### src/rtl/micro_seq_pkg.sv
// Shared encodings and default sizes for the micro-program sequencer.
// Choice bits and FSM states are plain constants so older blocks can reuse them.
package micro_seq_pkg;

    localparam int unsigned DEF_UADDR_W    = 6;
    localparam int unsigned DEF_OP_W       = 6;
    localparam int unsigned DEF_FETCH_ADDR = 0;
    localparam int unsigned CTRL_W         = 16;
    localparam int unsigned UWORD_W        = CTRL_W + 2;

    localparam logic [1:0] ST_STEP = 2'd0;
    localparam logic [1:0] ST_RUN  = 2'd1;
    localparam logic [1:0] ST_HALT = 2'd2;

    localparam logic [1:0] CH_SEQ   = 2'b00;
    localparam logic [1:0] CH_DISP  = 2'b01;
    localparam logic [1:0] CH_FETCH = 2'b10;
    localparam logic [1:0] CH_BR    = 2'b11;

endpackage

### src/rtl/dispatch_table.sv
// Opcode-to-micro-address dispatch table; resets to the identity map.
// The read port is combinational, so a same-cycle write is seen only from the next cycle.
module dispatch_table #(
    parameter int unsigned UADDR_W = 6,
    parameter int unsigned OP_W    = 6
) (
    input  logic               clock,
    input  logic               reset,
    input  logic               we,
    input  logic [OP_W-1:0]    wr_op,
    input  logic [UADDR_W-1:0] wr_addr,
    input  logic [OP_W-1:0]    rd_op,
    output logic [UADDR_W-1:0] rd_addr
);

    localparam int unsigned Depth = 1 << OP_W;

    logic [UADDR_W-1:0] table_q [Depth];

    always_ff @(posedge clock or negedge reset) begin
        if (!reset) begin
            for (int i = 0; i < Depth; i++) begin
                table_q[i] <= UADDR_W'(i);
            end
        end else if (we) begin
            table_q[wr_op] <= wr_addr;
        end
    end

    assign rd_addr = table_q[rd_op];

endmodule

### src/rtl/micro_sequencer.sv
// Micro-program sequencer: owns the micro-PC, latches each microword into control
// signals and picks the next micro-address in step, run or halt mode.
module micro_sequencer
    import micro_seq_pkg::*;
#(
    parameter int unsigned UADDR_W    = DEF_UADDR_W,
    parameter int unsigned OP_W       = DEF_OP_W,
    parameter int unsigned FETCH_ADDR = DEF_FETCH_ADDR
) (
    input  logic               clock,
    input  logic               reset,
    input  logic               run_mode,
    input  logic               step,
    input  logic               halt_req,
    input  logic [OP_W-1:0]    op,
    input  logic               cond,
    input  logic [UWORD_W-1:0] uword,
    input  logic               cfg_we,
    input  logic [OP_W-1:0]    cfg_op,
    input  logic [UADDR_W-1:0] cfg_addr,
    output logic [UADDR_W-1:0] uaddr,
    output logic [CTRL_W-1:0]  ctrl,
    output logic [1:0]         choice,
    output logic               ctrl_valid,
    output logic [1:0]         state
);

    localparam logic [UADDR_W-1:0] FetchAddr = UADDR_W'(FETCH_ADDR);

    logic [1:0]         state_q, state_d;
    logic [UADDR_W-1:0] uaddr_q, uaddr_d;
    logic [CTRL_W-1:0]  ctrl_q;
    logic [1:0]         choice_q;
    logic               valid_q;
    logic               advance;
    logic [UADDR_W-1:0] disp_addr;

    dispatch_table #(
        .UADDR_W (UADDR_W),
        .OP_W    (OP_W)
    ) u_dispatch (
        .clock   (clock),
        .reset   (reset),
        .we      (cfg_we),
        .wr_op   (cfg_op),
        .wr_addr (cfg_addr),
        .rd_op   (op),
        .rd_addr (disp_addr)
    );

    // halt_req outranks both advancing and mode changes; mode changes never advance.
    always_comb begin
        state_d = state_q;
        advance = 1'b0;
        case (state_q)
            ST_STEP: begin
                if (halt_req)      state_d = ST_HALT;
                else if (run_mode) state_d = ST_RUN;
                else if (step)     advance = 1'b1;
            end
            ST_RUN: begin
                if (halt_req)       state_d = ST_HALT;
                else if (!run_mode) state_d = ST_STEP;
                else                advance = 1'b1;
            end
            ST_HALT: begin
                if (!halt_req && step) state_d = ST_STEP;
            end
            default: state_d = ST_STEP;
        endcase
    end

    // Address arithmetic wraps modulo 2^UADDR_W.
    always_comb begin
        uaddr_d = uaddr_q + UADDR_W'(1);
        unique case (uword[1:0])
            CH_SEQ:   uaddr_d = uaddr_q + UADDR_W'(1);
            CH_DISP:  uaddr_d = disp_addr;
            CH_FETCH: uaddr_d = FetchAddr;
            CH_BR:    uaddr_d = cond ? uaddr_q + UADDR_W'(2) : uaddr_q + UADDR_W'(1);
        endcase
    end

    always_ff @(posedge clock or negedge reset) begin
        if (!reset) begin
            state_q  <= ST_STEP;
            uaddr_q  <= FetchAddr;
            ctrl_q   <= '0;
            choice_q <= '0;
            valid_q  <= 1'b0;
        end else begin
            state_q <= state_d;
            valid_q <= advance;
            if (advance) begin
                uaddr_q  <= uaddr_d;
                ctrl_q   <= uword[UWORD_W-1:2];
                choice_q <= uword[1:0];
            end
        end
    end

    assign uaddr      = uaddr_q;
    assign ctrl       = ctrl_q;
    assign choice     = choice_q;
    assign ctrl_valid = valid_q;
    assign state      = state_q;

endmodule

### config.mk
export PLATFORM = sky130hd
export DESIGN_NAME = micro_sequencer
export DESIGN_NICKNAME = d
export VERILOG_FILES = /design/src/rtl/micro_seq_pkg.sv /design/src/rtl/dispatch_table.sv /design/src/rtl/micro_sequencer.sv
export SDC_FILE = /design/constraint.sdc
export NUM_CORES = 1
export LEC_CHECK = 0
export CORE_ASPECT_RATIO = 0.9
export CORE_MARGIN = 3
export CORE_UTILIZATION = 39
export CTS_CLUSTER_DIAMETER = 60
export DETAILED_ROUTE_END_ITERATION = 12
export PLACE_DENSITY_LB_ADDON = 0.15
export SYNTH_ARGS = -nofsm -noshare
export SYNTH_HDL_FRONTEND = slang
export SYNTH_SLANG_ARGS = --single-unit
### constraint.sdc
create_clock -name clock -period 4.2 [get_ports clock]
set_input_delay 0.42 -clock clock [delete_from_list [all_inputs] [get_ports clock]]
set_output_delay 0.42 -clock clock [all_outputs]
set_load 0.02 [all_outputs]
# After elaboration in Yosys (flattened, before gate mapping)
# Cells that the tools add are included.
dict set report totals {
  reg_bits 411
  in_bits 43
  output_inout_bits 27
}
dict set report classes {
  n_addsub 2
  order_cmp 3
  n_eq_ne 8
  n_mux 20
  bitwise 2
  n_reduce_logical 6
}
# op count
set ops {}
lappend ops {{$bwmux 384} 1}
lappend ops {{$bmux 6 s6} 1}
lappend ops {{$demux 6 s6} 1}
lappend ops {{$mux 6} 4}
lappend ops {{$pmux 6 s4} 1}
lappend ops {{$ge 7x7->1 const B} 2}
lappend ops {{$not 6->7} 2}
lappend ops {{$mux 2} 5}
lappend ops {{$lt 7x1->1 const B} 1}
lappend ops {{$add 6x1->6 const B} 1}
lappend ops {{$add 6x2->6 const B} 1}
lappend ops {{$eq 2x2->1 const B} 3}
lappend ops {{$ne 3x3->1 const B} 2}
lappend ops {{$pmux 2 s3} 1}
lappend ops {{$mux 1} 5}
lappend ops {{$eq 2x1->1 const B} 2}
lappend ops {{$logic_not 2->1} 2}
lappend ops {{$reduce_and 3->1} 1}
lappend ops {{$logic_and 1x1->1} 2}
lappend ops {{$ne 2x2->1 const B} 1}
lappend ops {{$pmux 1 s2} 1}
lappend ops {{$logic_not 1->1} 1}

# Longest topological paths before layout
# Gate-level depths: netlist of run 1.
dict set report logic_depth {
  depth_word 6
  mapped_depth 10
  ltp_nobuf 6
}

# By module
# A second synthesis of run 1 with hierarchy kept.
dict set report unflattened {
  hier_cells 1310
  area_unflattened_um2 19411.1
}
# mod instances cells_per_inst area_per_inst_um2
set modules_own_cells {}
lappend modules_own_cells {dispatch_table 1 1151 18034.8}
lappend modules_own_cells {micro_sequencer 1 159 1376.3}

# Worst setup path after synthesis of run 1
# Ideal clock, no wire load.
dict set report synth_path {
  kind {input -> register}
  from {input port op[0]}
  to {register uaddr_q[1], in the netlist uaddr[1]}
  setup_ps 124
  t_arrival_ps 2222
  required_ps 4076
  path_slack_ps 1854
  stages 7
  path_buffers 2
  path_cell_list {buf_2 -> buf_2 -> mux4_2 -> mux4_2 -> nand2_1 -> a21oi_1 -> a211o_1}
}
dict set report synth_via {
  elab_chain_len 5
}
# element line_no
set synth_rtl {}
lappend synth_rtl {{from (decl)} micro_sequencer.sv:15} ;# input logic [OP_W-1:0] op,
lappend synth_rtl {{$not 6->7 (implied by the code)} dispatch_table.sv:30} ;# assign rd_addr = table_q[rd_op];
lappend synth_rtl {{$bmux 6 s6} dispatch_table.sv:30}
lappend synth_rtl {{$mux 6 (implied by the code) (2 in a row)} dispatch_table.sv:30}
lappend synth_rtl {{$pmux 6 s4} micro_sequencer.sv:76} ;# unique case (uword[1:0])
lappend synth_rtl {{to (signal assigned)} micro_sequencer.sv:87} ;# uaddr_q <= FetchAddr;
lappend synth_rtl {{to (signal assigned)} micro_sequencer.sv:95} ;# uaddr_q <= uaddr_d;
lappend synth_rtl {{to (decl)} micro_sequencer.sv:31} ;# logic [UADDR_W-1:0] uaddr_q, uaddr_d;
# Every way passes these cells. The select of a mux whose other input is x is not followed.
# A chain may end at the register's enable or synchronous reset.

==> results of run 1 <==
-- tightest hold or removal path, cell delays in order --
cell and delay, ns:
sky130_fd_sc_hd__clkdlybuf4s50_1 0.40, sky130_fd_sc_hd__nand2_1 0.06, sky130_fd_sc_hd__nand2_1 0.04
-- layer usage --
layer	GRT usage [%]	vias to the layer above
li1	-	4868
met1	29.1	6098
met2	30.0	247
met3	3.73	77
met4	5.54	2
met5	0	-
-- power by group through the flow --
stage / registers, mW / logic [mW] / clock network [mW]
global route: 5.08 / 1.79 / 4.21
finish: 5.02 / 1.66 / 3.93
CTS: 5.01 / 1.68 / 4.05
detailed placement: 5.07 / 1.67 / 0
floorplan: 5.04 / 1.01 / 0
global placement: 5.05 / 1.64 / 0
-- how the worst min path moves through the flow --
stage,to,depth (start not counted)
2_1_floorplan,choice[0]$_DFFE_PN0P_,0
3_3_place_gp,ctrl[2]$_DFFE_PN0P_,2
3_5_place_dp,ctrl[12]$_DFFE_PN0P_,2
4_1_cts,ctrl[14]$_DFFE_PN0P_,3
5_1_grt,ctrl[5]$_DFFE_PN0P_,3
6_report,ctrl[14]$_DFFE_PN0P_,3
-- stage by stage --
step	setup WS, ns	hold slack, ns	instance area [um^2]	cells	total power, mW
3_5_place_dp	0.997	0.466	20600	1927	6.75
3_3_place_gp	0.981	0.457	20600	1927	6.70
5_1_grt	1.44	0.380	22000	2013	11.1
6_report	1.50	0.384	22000	2013	10.6
4_1_cts	1.61	0.363	22000	2013	10.7
2_1_floorplan	1.85	0.124	19200	1281	6.05
-- flip-flops by register name, summed over array words and instances (netlist names) --
| signal | flops |
|---|---|
| choice | 2 |
| ctrl | 16 |
| ctrl_valid | 1 |
| state | 2 |
| u_dispatch.table_q | 384 |
| uaddr | 6 |
-- logic make-up after synthesis --
logic type / count (synthesis) / synth area share, %
xor+xnor: 4 / 0.183
buf+inv: 91 / 2.14
simple gates: 209 / 4.73
flops: 411 / 54.9
compound gates: 54 / 2.02
fa+ha+maj: 2 / 0.131
mux: 510 / 35.9
-- layout make-up --
| cell class | count | area [um^2] |
|---|---|---|
| Sequential cell | 411 | 10500 |
| Clock inverter | 7 | 88.8 |
| Multi-Input combinational cell | 779 | 8230 |
| Fill cell | 4300 | 26200 |
| Timing Repair Buffer | 107 | 1020 |
| Clock buffer | 78 | 1370 |
| Tap cell | 624 | 781 |
| Inverter | 7 | 26.3 |
-- placed cells by master, fill, tap and decap left out, types with 16 or more instances in the layout --
cell type and count:
sky130_fd_sc_hd__clkbuf_16 47, sky130_fd_sc_hd__buf_4 32, sky130_fd_sc_hd__dfstp_2 192, sky130_fd_sc_hd__dfrtp_1 219
sky130_fd_sc_hd__nor2_1 63, sky130_fd_sc_hd__clkdlybuf4s50_1 59, sky130_fd_sc_hd__clkbuf_1 23, sky130_fd_sc_hd__mux4_2 102
sky130_fd_sc_hd__mux2_2 392, sky130_fd_sc_hd__mux2i_1 16, sky130_fd_sc_hd__nand2_1 93
==> run metrics, run 1 <==
outcome=completed; Synth top area share=28.6%; die span in y=216 um; final RePlAce weighted congestion=0.835; level count of the clock H-tree=2; power per unit of standard cell area=481 nW/um^2; headroom to the max-slew limit=33.6%; post-layout minimum cycle time=2.70 ns; Cell variety after synth=48; required time of the worst setup path=4.64 ns; post-synthesis instance total=1281; detailed-route wire length per cell=24.9 um; worst reg2reg path depth=5; top post-synthesis cells by area=sky130_fd_sc_hd__dfrtp_1 (29%), sky130_fd_sc_hd__dfstp_2 (26%), sky130_fd_sc_hd__mux2_2 (23%), sky130_fd_sc_hd__mux4_2 (12%), sky130_fd_sc_hd__nand2_1 (1.8%); capture point of the worst reg-to-reg path=uaddr[1]$_DFFE_PN0P_; total leakage power=9.29 nW; CTS Hold Bufs=1; number of gates resized after cts=0; Setup Crit Path Kind=in -> reg; layout cells sized above 1=57.5%; CTS Buffer Depth=3; Sequential Power Share=47.3%; std cell rows=76; Setup Viol. Count Final=0; most instantiated library cell after synthesis=sky130_fd_sc_hd__mux2_2; library cell contributing the largest single delay on the critical path=sky130_fd_sc_hd__nor2_1; Worst IR Drop VDD=0.000254 V; Detail Route met3 WL=2.35 mm; top routing layer in use=met5; Worst Setup Start Kind=primary input; Total Routed Length=50.1 mm; clock-pin slew of the registers on the worst-case setup and hold paths=0.06 ns; HPWL after DPL=33.2 mm; count of antenna-violating nets left after detailed routing=0; depth of the critical timing path with buffers and inverters included=5; Post-synth EDFFs=0; Die ar.=51800 um^2; area of the core region=48200 um^2; Area Overhead vs Synth=15.1%; total met2 wirelength after detailed routing=22.8 mm; global-route wire length before repair=76.8 mm; pin count of the biggest net entering global routing=111; post-synthesis register bit count=411; highest clock rate=370 MHz; share of the yosys chip area belonging to registers=54.9%; capture point of the worst path=u_dispatch.table_q[157]$_DFFE_PN0P_; nets=1397; # Post-CTS Setup Buffers=0; combinational group share of total power=15.6%; cell area after synthesis=19200 um^2; via count of the first global-routing pass=11800; Hold/Removal Path Class=in -> reg; final critical-path share of the clock period=64.3%; slew at the pin with the worst max-slew slack=0.996 ns; number of buffer cells added on primary ports=69; insertion delay to the later sink of the worst-skew pair=0.58 ns; Total GRT Usage=19.7%; commonest cells in the netlist=sky130_fd_sc_hd__mux2_2 (392), sky130_fd_sc_hd__dfrtp_1 (219), sky130_fd_sc_hd__dfstp_2 (192), sky130_fd_sc_hd__mux4_2 (102), sky130_fd_sc_hd__nand2_1 (93); highest net fanout along the worst path=8; WP buf/inv=1; net switching power of the design=2.68 mW; worst setup path startpoint=cfg_we; final max-slew violation count=0; worst-path cell chain=clkdlybuf4s50_1 -> nor2b_1 -> nand3_1 -> nor2_1 -> mux2_2; Iteration-0 DRC Markers=770; number of max-capacitance violations reported=0; post-route clock skew=0.0221 ns; clock tree from TritonCTS=built; number of antenna violations at the first check in global routing=1; category of the worst setup path capture point=flop; total negative slack=0 ns; synthesized area per cell=15.0 um^2; count of yosys warnings during synthesis=0; largest stage delay on the critical path=0.69 ns; share of power burned in the clock network=37.1%; FFs w/ async S/R, synth=100%; IO Count=70; Via Count=11300; fraction of power spent switching nets=25.3%; residual overflow from global routing=0; width of the die=240 um; hold path startpoint=uword[16]; root buffer cell=sky130_fd_sc_hd__clkbuf_16; TritonCTS buffer count=46; FF-to-FF Start=u_dispatch.table_q[283]$_DFFE_PN0P_; Int Pwr=7.92 mW; data arrival time of the critical path=3.15 ns; flip-flop cell with the highest count after synthesis=sky130_fd_sc_hd__dfrtp_1; total routed wire length on the met1 layer=23.8 mm; number of failing hold endpoints at the final stage=0; DR pass1 iterations=5; end-of-flow core utilization=45.7%; Sink Count=411; R2R Setup Slk=1.93 ns; detailed-route vias per instance=5.61; net count of the mapped netlist=1326; starting density of the core=39.7%; dominant cell type by area after synthesis=sky130_fd_sc_hd__dfrtp_1; number of remaining DRC errors=0; Antenna Cells=0; Largest delay share family, worst path=simple AND/OR/NAND/NOR gates; RSZ-0062 raised after global routing=no
Note: power is estimated with default switching activity, not from simulation.
==> inputs of run 2 (changes only) <==
- clock period: 4.2 -> 2.2 ns (I/O delays scaled with it)
==> run metrics, run 2 (synthesis gave the netlist of run 1 again) <==
end-of-flow core utilization=48.0% (+2.3 points); pin count of the biggest net entering global routing=67 (-40%); Sink Count=411 (unchanged); Largest delay share family, worst path=compound AO/OA/AOI/OAI gates; detailed-route vias per instance=5.45 (-2.9%); number of antenna violations at the first check in global routing=0 (-1); clock-pin slew of the registers on the worst-case setup and hold paths=0.06 ns (about the same); Die ar.=51800 um^2 (unchanged); CTS Buffer Depth=3 (unchanged); width of the die=240 um (unchanged); nets=1518 (+8.7%); number of fill cells in the layout=4155 (-3.4%); Total Routed Length=51.4 mm (+2.6%); power per unit of standard cell area=876 nW/um^2 (+82%); final critical-path share of the clock period=96.1%; residual overflow from global routing=0 (unchanged); final RePlAce weighted congestion=0.818 (-2.0%); number of failing hold endpoints at the final stage=0 (unchanged); post-layout minimum cycle time=2.11 ns; Antenna Cells=0 (unchanged); Worst Setup Start Kind=flop; leading cell type in the layout, fill and taps excluded=sky130_fd_sc_hd__mux2_2; Post-Layout Cell Count=2130 (+5.8%); Worst IR Drop VDD=0.000446 V (+75%); R2R Setup Slk=0.09 ns (-1.84 ns); Setup Viol. Count Final=0 (unchanged); number of remaining DRC errors=0 (unchanged); library cell contributing the largest single delay on the critical path=sky130_fd_sc_hd__a2111oi_0; number of flip-flops under the largest register name=384 (unchanged); most frequent cells in the layout=sky130_fd_sc_hd__mux2_2 (392), sky130_fd_sc_hd__dfrtp_1 (219), sky130_fd_sc_hd__dfstp_2 (192); worst-path cell chain=mux4_2 -> nor2b_1 -> a2111oi_0 -> a2111oi_2 -> or3_1; outcome=completed; number of max-capacitance violations reported=0 (unchanged); detailed-route wire length per cell=24.1 um (-3.0%); # Post-CTS Setup Buffers=0 (unchanged); HPWL after DPL=34.8 mm (+4.8%); post-route clock skew=0.0145 ns (-0.00752 ns); required time of the worst setup path=2.64 ns (-2.00 ns); Area Overhead vs Synth=20.8%; root buffer cell=sky130_fd_sc_hd__clkbuf_16; register ranked first by flip-flop count=u_dispatch.table_q; std cell rows=76 (unchanged); highest clock rate=473 MHz; global-route wire length before repair=78.9 mm (+2.7%); slew at the pin with the worst max-slew slack=0.736 ns (-0.260 ns); FF-to-FF Start=u_dispatch.table_q[354]$_DFFE_PN0P_; highest net fanout along the worst path=2 (-6); area of the core region=48200 um^2 (unchanged); Iteration-0 DRC Markers=663 (-14%); worst reg2reg path depth=5 (unchanged); Total GRT Usage=20.2% (+0.48 points); clock tree from TritonCTS=built; insertion delay to the later sink of the worst-skew pair=0.57 ns (about the same); die span in y=216 um (unchanged); layout cells sized above 1=61.2% (+3.8 points); capture point of the worst reg-to-reg path=uaddr[0]$_DFFE_PN0P_; Setup Crit Path Kind=reg -> reg; DR pass1 iterations=5 (unchanged); largest stage delay on the critical path=0.51 ns (-0.18 ns); via count of the first global-routing pass=12100 (+2.4%); level count of the clock H-tree=2 (unchanged); number of buffer cells added on primary ports=69 (unchanged); total leakage power=9.96 nW (+7.2%); Hold/Removal Path Class=in -> async; TritonCTS buffer count=45 (-2.2%); total negative slack=0 ns (unchanged); count of antenna-violating nets left after detailed routing=0 (unchanged); final max-slew violation count=0 (unchanged); category of the worst setup path capture point=flop; WP buf/inv=0 (-1); IO Count=70 (unchanged); headroom to the max-slew limit=50.9% (+17 points); starting density of the core=39.7% (unchanged); data arrival time of the critical path=2.56 ns (-0.59 ns); Via Count=11600 (+2.8%); cell count after placement=2049 (+6.3%)
-- run 2: area by class of cell --
| cell class | count | area, um^2 | share of cell area, % |
|---|---|---|---|
| Sequential cell | 411 | 10500 | 45.5 |
| Clock inverter | 7 | 87.6 | 0.378 |
| Inverter | 7 | 26.3 | 0.114 |
| Multi-Input combinational cell | 779 | 8240 | 35.6 |
| Timing Repair Buffer | 229 | 2150 | 9.29 |
| Tap cell | 624 | 781 | 3.37 |
| Clock buffer | 73 | 1340 | 5.79 |
-- run 2: worst max-delay path by stage --
| stage | startpoint | end | cells after the start |
|---|---|---|---|
| final | u_dispatch.table_q[354]$_DFFE_PN0P_ | uaddr[0]$_DFFE_PN0P_ | 5 |
| after global routing | u_dispatch.table_q[342]$_DFFE_PN0P_ | uaddr[0]$_DFFE_PN0P_ | 5 |
| after CTS | state[0]$_DFFE_PN0P_ | uaddr[0]$_DFFE_PN0P_ | 6 |
| after detailed placement | step | uaddr[0]$_DFFE_PN0P_ | 7 |
| after global placement | step | uaddr[0]$_DFFE_PN0P_ | 7 |
| after floorplan | op[0] | uaddr[1]$_DFFE_PN0P_ | 7 |
-- run 2: layer usage --
| layer | wire length [um] | track usage [%] | vias to the layer above |
|---|---|---|---|
| met2 | 23400 | 31.3 | 246 |
| met4 | 849 | 4.17 | 0 |
| met3 | 2180 | 3.26 | 58 |
| met1 | 24900 | 30.3 | 6194 |
| met5 | 0 | 0 | - |
| li1 | - | - | 5109 |
-- run 2: where the power goes --
| part | switching [mW] | internal, mW | leakage, nW |
|---|---|---|---|
| Sequential | 0.607 | 8.97 | 4.89 |
| Clock | 3.01 | 4.38 | 0.698 |
| Combinational | 1.48 | 1.83 | 4.38 |
-- run 2: what timing repair did --
| item | 4_1_cts | 5_1_grt |
|---|---|---|
| cloned | 0 | 0 |
| gates resized for setup | 1 | 1 |
| setup endpoints to repair | 1 | 1 |
| endpoints found under the hold margin | 91 | 0 |
| hold buffers | 1 | 0 |
-- run 2: stage by stage --
| stage | worst slack (ns) | hold WS [ns] | cell area (um^2) | total power, mW |
|---|---|---|---|---|
| 2_1_floorplan | 0.0542 | -0.0756 | 19200 | 11.6 |
| 3_3_place_gp | -0.243 | 0.163 | 21700 | 13.0 |
| 3_5_place_dp | -0.285 | 0.170 | 21700 | 13.0 |
| 4_1_cts | 0.0954 | 0.158 | 23100 | 20.6 |
| 5_1_grt | -0.00648 | 0.173 | 23100 | 21.2 |
| 6_report | 0.0856 | 0.166 | 23100 | 20.3 |
